<file path="src/rtl/pipe_stage_reg_hs.sv">
// pipe_stage_reg_hs
//   Inter-stage pipeline register with a valid/ready handshake and a 2-entry
//   skid buffer. It carries a payload, a control-bit bundle and an instruction
//   word. Optional statistics counters are enabled by defining the macro
//   PIPE_STAGE_STATS_EN. Without it, stall_cnt and bubble_cnt are tied to 0.
//
//   Handshake: a transfer happens on a rising edge where valid && ready are
//   both high. in_ready and out_valid are decoded from the state register
//   only, so there is no combinational path from the in_* inputs to the
//   out_* outputs. Held outputs stay stable while out_valid && !out_ready.
//
//   The state (EMPTY/ONE/TWO) is exposed directly as occupancy. "main" always
//   holds the older entry. "skid" only ever refills main and is never
//   presented downstream.
module pipe_stage_reg_hs #(
  parameter int unsigned      DATA_W = 64,
  parameter int unsigned      CTRL_W = 8,
  parameter int unsigned      IR_W   = 16,
  parameter logic [IR_W-1:0]  NOP_IR = 16'hF000,
  parameter int unsigned      CNT_W  = 16
) (
  input  logic              clk,
  input  logic              reset,
  input  logic              flush,
  input  logic              in_valid,
  output logic              in_ready,
  input  logic [DATA_W-1:0] in_data,
  input  logic [CTRL_W-1:0] in_ctrl,
  input  logic [IR_W-1:0]   in_ir,
  output logic              out_valid,
  input  logic              out_ready,
  output logic [DATA_W-1:0] out_data,
  output logic [CTRL_W-1:0] out_ctrl,
  output logic [IR_W-1:0]   out_ir,
  output logic [1:0]        occupancy,
  output logic [CNT_W-1:0]  stall_cnt,
  output logic [CNT_W-1:0]  bubble_cnt
);

  localparam logic [1:0] EMPTY = 2'd0;
  localparam logic [1:0] ONE   = 2'd1;
  localparam logic [1:0] TWO   = 2'd2;

  logic [1:0]        state_q, state_d;
  logic [DATA_W-1:0] main_data_q, skid_data_q;
  logic [CTRL_W-1:0] main_ctrl_q, skid_ctrl_q;
  logic [IR_W-1:0]   main_ir_q,   skid_ir_q;

  logic acc, drn;
  logic main_ld_in, main_ld_skid, skid_ld_in;

  // Handshake flags come from the state register only.
  always_comb begin
    in_ready  = (state_q != TWO);
    out_valid = (state_q != EMPTY);
    acc       = in_valid && in_ready;
    drn       = out_valid && out_ready;
  end

  // Next-state and load-enable decode. Flush overrides everything, so any
  // entry offered in the flush cycle is dropped.
  always_comb begin
    state_d      = state_q;
    main_ld_in   = 1'b0;
    main_ld_skid = 1'b0;
    skid_ld_in   = 1'b0;
    if (flush) begin
      state_d = EMPTY;
    end else begin
      case (state_q)
        EMPTY: begin
          if (acc) begin
            state_d    = ONE;
            main_ld_in = 1'b1;
          end
        end
        ONE: begin
          if (acc && drn) begin
            main_ld_in = 1'b1;
          end else if (acc) begin
            state_d    = TWO;
            skid_ld_in = 1'b1;
          end else if (drn) begin
            state_d = EMPTY;
          end
        end
        TWO: begin
          if (drn) begin
            state_d      = ONE;
            main_ld_skid = 1'b1;
          end
        end
        default: state_d = EMPTY;
      endcase
    end
  end

  // State register.
  always_ff @(posedge clk or negedge reset) begin
    if (!reset) state_q <= EMPTY;
    else        state_q <= state_d;
  end

  // Main entry register. It is the only source of out_*.
  always_ff @(posedge clk or negedge reset) begin
    if (!reset) begin
      main_data_q <= '0;
      main_ctrl_q <= '0;
      main_ir_q   <= '0;
    end else if (main_ld_in) begin
      main_data_q <= in_data;
      main_ctrl_q <= in_ctrl;
      main_ir_q   <= in_ir;
    end else if (main_ld_skid) begin
      main_data_q <= skid_data_q;
      main_ctrl_q <= skid_ctrl_q;
      main_ir_q   <= skid_ir_q;
    end
  end

  // Skid entry register. It catches the entry accepted while main is stalled.
  always_ff @(posedge clk or negedge reset) begin
    if (!reset) begin
      skid_data_q <= '0;
      skid_ctrl_q <= '0;
      skid_ir_q   <= '0;
    end else if (skid_ld_in) begin
      skid_data_q <= in_data;
      skid_ctrl_q <= in_ctrl;
      skid_ir_q   <= in_ir;
    end
  end

  // Output presentation. With no valid entry, a bubble is shown on ctrl/ir.
  always_comb begin
    occupancy = state_q;
    out_data  = main_data_q;
    out_ctrl  = out_valid ? main_ctrl_q : '0;
    out_ir    = out_valid ? main_ir_q   : NOP_IR;
  end

`ifdef PIPE_STAGE_STATS_EN
  logic [CNT_W-1:0] stall_cnt_q, bubble_cnt_q;

  // Saturating stall/bubble counters, cleared only by reset.
  always_ff @(posedge clk or negedge reset) begin
    if (!reset) begin
      stall_cnt_q  <= '0;
      bubble_cnt_q <= '0;
    end else begin
      if (out_valid && !out_ready && (stall_cnt_q != {CNT_W{1'b1}}))
        stall_cnt_q <= stall_cnt_q + 1'b1;
      if (!out_valid && (bubble_cnt_q != {CNT_W{1'b1}}))
        bubble_cnt_q <= bubble_cnt_q + 1'b1;
    end
  end

  // Drive the counter ports from the counter registers.
  always_comb begin
    stall_cnt  = stall_cnt_q;
    bubble_cnt = bubble_cnt_q;
  end
`else
  // Statistics are not built, so the counter ports read as zero.
  always_comb begin
    stall_cnt  = '0;
    bubble_cnt = '0;
  end
`endif

endmodule

</file>
<file path="config.mk">
export PLATFORM = sky130hd
export DESIGN_NAME = pipe_stage_reg_hs
export DESIGN_NICKNAME = d
export VERILOG_FILES = /design/src/rtl/pipe_stage_reg_hs.sv
export SDC_FILE = /design/constraint.sdc
export NUM_CORES = 1
export LEC_CHECK = 0
export ABC_AREA = 1
export CAP_MARGIN = 25
export CELL_PAD_IN_SITES_DETAIL_PLACEMENT = 1
export CELL_PAD_IN_SITES_GLOBAL_PLACEMENT = 2
export CORE_MARGIN = 4
export CORE_UTILIZATION = 28
export CTS_CLUSTER_SIZE = 24
export DETAILED_ROUTE_END_ITERATION = 6
export PLACE_DENSITY = 0.9
export SLEW_MARGIN = 0
export SYNTH_ARGS = -nofsm -noshare
export SYNTH_HDL_FRONTEND = slang
export SYNTH_SLANG_ARGS = --single-unit
</file>
<file path="constraint.sdc">
create_clock -name clk -period 1.8 [get_ports clk]
set_input_delay 0.54 -clock clk [delete_from_list [all_inputs] [get_ports clk]]
set_output_delay 0.54 -clock clk [all_outputs]
set_load 0.02 [all_outputs]
</file>
==> results list <==
- After clock tree synthesis, the clock-pin slew on the worst setup and hold paths is 0.07 ns.
- Sum of routed wire length over all layers: 24400 um
- The checks that failed: setup timing.
- Global-route wire length before repair: 39600 um
- Proportion of synthesized area in mux cells: 0
* Number of antenna violations at the first check in global routing: 3
* Input/output buffers: 184
* Type of the worst min-delay path: in2async
* Max Slew Vio Count: 0
- FMAX: 505 MHz
- Global Route Usage Sum: 0.158
- The floorplan step defined a die boundary enclosing 31200 um^2.
- The first detailed-routing pass ran for 6 iterations.
- Worst reg2reg startpoint: occupancy[0]
- The setup path with the least slack is of type reg2out.
* Sequential area share after synthesis: 0.559
- Site row count: 61
- Biggest area contributors in the synthesized netlist: sky130_fd_sc_hd__dfrtp_1 56%, sky130_fd_sc_hd__nand2_1 13%, sky130_fd_sc_hd__nand3_1 11%
- Of the total synthesized cell area, the portion taken by full adders, half adders and majority gates is 0.
* Iteration-0 DRC Markers: 385
- The cell area that synthesis handed to floorplanning was 7970 um^2.
* Placeable core area: 27900 um^2
* Die boundary height: 177 um
- TritonCTS built the clock tree.
- For this configuration, the core starts out at a cell density of 0.285.
- Pin count of the biggest net entering global routing: 75
- In this run the clock root is driven by a sky130_fd_sc_hd__clkbuf_16.
- Across the routed clock network, the largest skew measured is 0.00886 ns.
- In this run, distinct cell masters in the synthesized netlist total 21.
* Status: finished, violations left
- Critical path origin: occupancy[1]
- Setup repair after global routing could not meet its margin everywhere.
* Post-DRT Antenna Nets: 0
- Of the cells placed in the final design, the portion with a size suffix greater than 1 is 0.118.
* Maximum clock insertion buffer count: 2
- In the post-route analysis, the smallest setup slack over all paths is -0.179 ns.
- At the worst endpoint, the required time is 1.26 ns.
- Of the total synthesized cell area, the portion taken by AND, OR, NAND and NOR gates is 0.261.
- # clock sinks: 178
* Leak pwr: 5.64 nW
- Final setup viols: 26
- Of all nets on the critical path, the largest fanout is 8.
- Number of global-route vias before repair: 7263
- Worst supply voltage drop on vdd: 0.000440 V
- Post-synthesis area per instance: 8.29 um^2
- Using the TritonRoute via totals, the vias-per-cell ratio works out to 4.42.
- For the finished layout, the period the worst path requires is 1.98 ns.
* Layout net count: 1251
- Detailed routing inserted a total of 6857 vias.
- Detail Placement HPWL: 17000 um
* Top-Level Pins: 217
- The share of synthesized area in the top cell type comes to 0.559.
- Depth of the CTS H-tree: 4
* Crit end category: output pin
- Post-detailed-route DRC marker count: 0
- Insertion delay to the later sink of the worst-skew pair: 0.42 ns
- After synthesis, the largest family of logic cells by area is simple AND/OR/NAND/NOR gates.
* Post-synthesis share of cell area spent on xor and xnor gates: 0
* Synth-to-layout area growth: 39.6%
* Average routed wire per standard cell: 15.7 um
* Count of mapped cells out of synthesis: 961
- Sort of element at the start of the critical path: flop
- Buffers inserted to repair hold after CTS numbered 0.
- Synth warn: 0
- sky130_fd_sc_hd__dfrtp_1 takes more of the synthesized area than any other cell.
- The number of hold violations in the final report was 0.
* Die width: 177 um
* Power per cell area: 1150 nW/um^2
- Total CTS buffers: 17
- The compound-gate portion of the synthesized area came to 0.0568.
- The synthesized design contains 178 register bits.
- At the end of routability-driven placement, the weighted congestion stood at 0.744.
- # Max-Cap Violations: 0
- Adding up every negative setup slack in the final design gives -3.87 ns.
- Fraction of the cycle the final worst path needs: 1.10
* Setup WS pre-CTS: -0.340 ns
* Overall overflow remaining after global route: 0
* Data arrival, critical path: 1.44 ns
sequential cells by signal, summed over array words and instances (netlist names):
name,flops
main_ir_q,16
skid_data_q,64
out_data,64
skid_ctrl_q,8
skid_ir_q,16
main_ctrl_q,8
occupancy,2
placed cells by master (no fill, tap or decap), drive strengths merged, types with 2 or more instances in the layout:
| cell | n |
|---|---|
| dfrtp | 178 |
| clkbuf | 19 |
| nor2 | 24 |
| nand2 | 274 |
| clkinvlp | 3 |
| bufinv | 2 |
| inv | 126 |
| dlygate4sd2 | 63 |
| o21ai | 89 |
| nand4 | 2 |
| conb | 32 |
| clkdlybuf4s50 | 91 |
| buf | 81 |
| nand3 | 179 |
| or2 | 4 |
| clkinv | 2 |
stage by stage:
step / power (mW) / cell area [um^2] / utilization / hold WS [ns] / cells
detailed placement: 9.24 / 10500 / 0.376 / 0.473 / 1513
global route: 13.7 / 11100 / 0.398 / 0.0618 / 1550
finish: 12.8 / 11100 / 0.398 / 0.0664 / 1550
global placement: 9.06 / 10500 / 0.376 / 0.466 / 1513
CTS: 13.0 / 11100 / 0.397 / 0.0692 / 1548
floorplan: 7.48 / 8090 / - / 0.244 / 992
Yosys cell counts (all sizes together):
| master | number |
|---|---|
| or2 | 4 |
| nand2 | 274 |
| nand4 | 2 |
| o31ai | 1 |
| inv | 119 |
| o21ai | 89 |
| nand3 | 179 |
| buf | 65 |
| clkbuf | 25 |
| conb | 1 |
| nor2 | 24 |
| dfrtp | 178 |
routing by layer:
metal  routed length (um)  track usage
met2                12200        0.268
met5                   28            0
met1                10700        0.206
met3                 1050       0.0346
met4                  394       0.0432
critical path: stages, from the launching register on:
cell and delay, ns:
sky130_fd_sc_hd__dfrtp_1 0.40, sky130_fd_sc_hd__nor2_4 0.07, sky130_fd_sc_hd__buf_12 0.14, sky130_fd_sc_hd__or2_2 0.28, sky130_fd_sc_hd__buf_6 0.14
repair_timing:
| item | CTS | global route |
|---|---|---|
| endpoints found under the setup margin | 92 | 28 |
| pin swaps | 1 | 1 |
| cloned | 1 | 0 |
| buffers inserted | 2 | 2 |
| resized for setup | 221 | 23 |
kinds of logic after synthesis:
logic type	after synthesis
buffers and inverters	209
other	1
and+or+nand+nor	483
DFF	178
AOI/OAI and AO/OA	90
area by class of cell:
class,count,area [um^2]
Antenna cell,1,2.50
Clock buffer,18,429
Clock inverter,14,169
Fill cell,3305,16800
Inverter,119,453
Multi-Input combinational cell,605,2750
Sequential cell,178,4450
Tap cell,378,473
Timing Repair Buffer,237,2390
power by group:
group	leakage (nW)	internal, mW	switching [mW]	total, mW
Clock	0.284	2.10	1.76	3.86
Sequential	2.23	5.13	0.636	5.76
Combinational	3.13	1.38	1.83	3.21
path summary, 6_finish.rpt:
| check | endpoint | slack [ns] | depth (start not counted) |
|---|---|---|---|
| hold / removal | out_data[2] | 0.07 | 1 |
| max in group asynchronous | skid_data_q[2] | 1.15 | 2 |
| setup reg to reg | main_ctrl_q[3] | 0.11 | 11 |
| min in group clk | skid_data_q[37] | 0.49 | 2 |
| hold reg to reg | skid_data_q[37] | 0.49 | 2 |
| setup / recovery | out_ir[13] | -0.18 | 4 |
(Power assumes the default switching activity.)
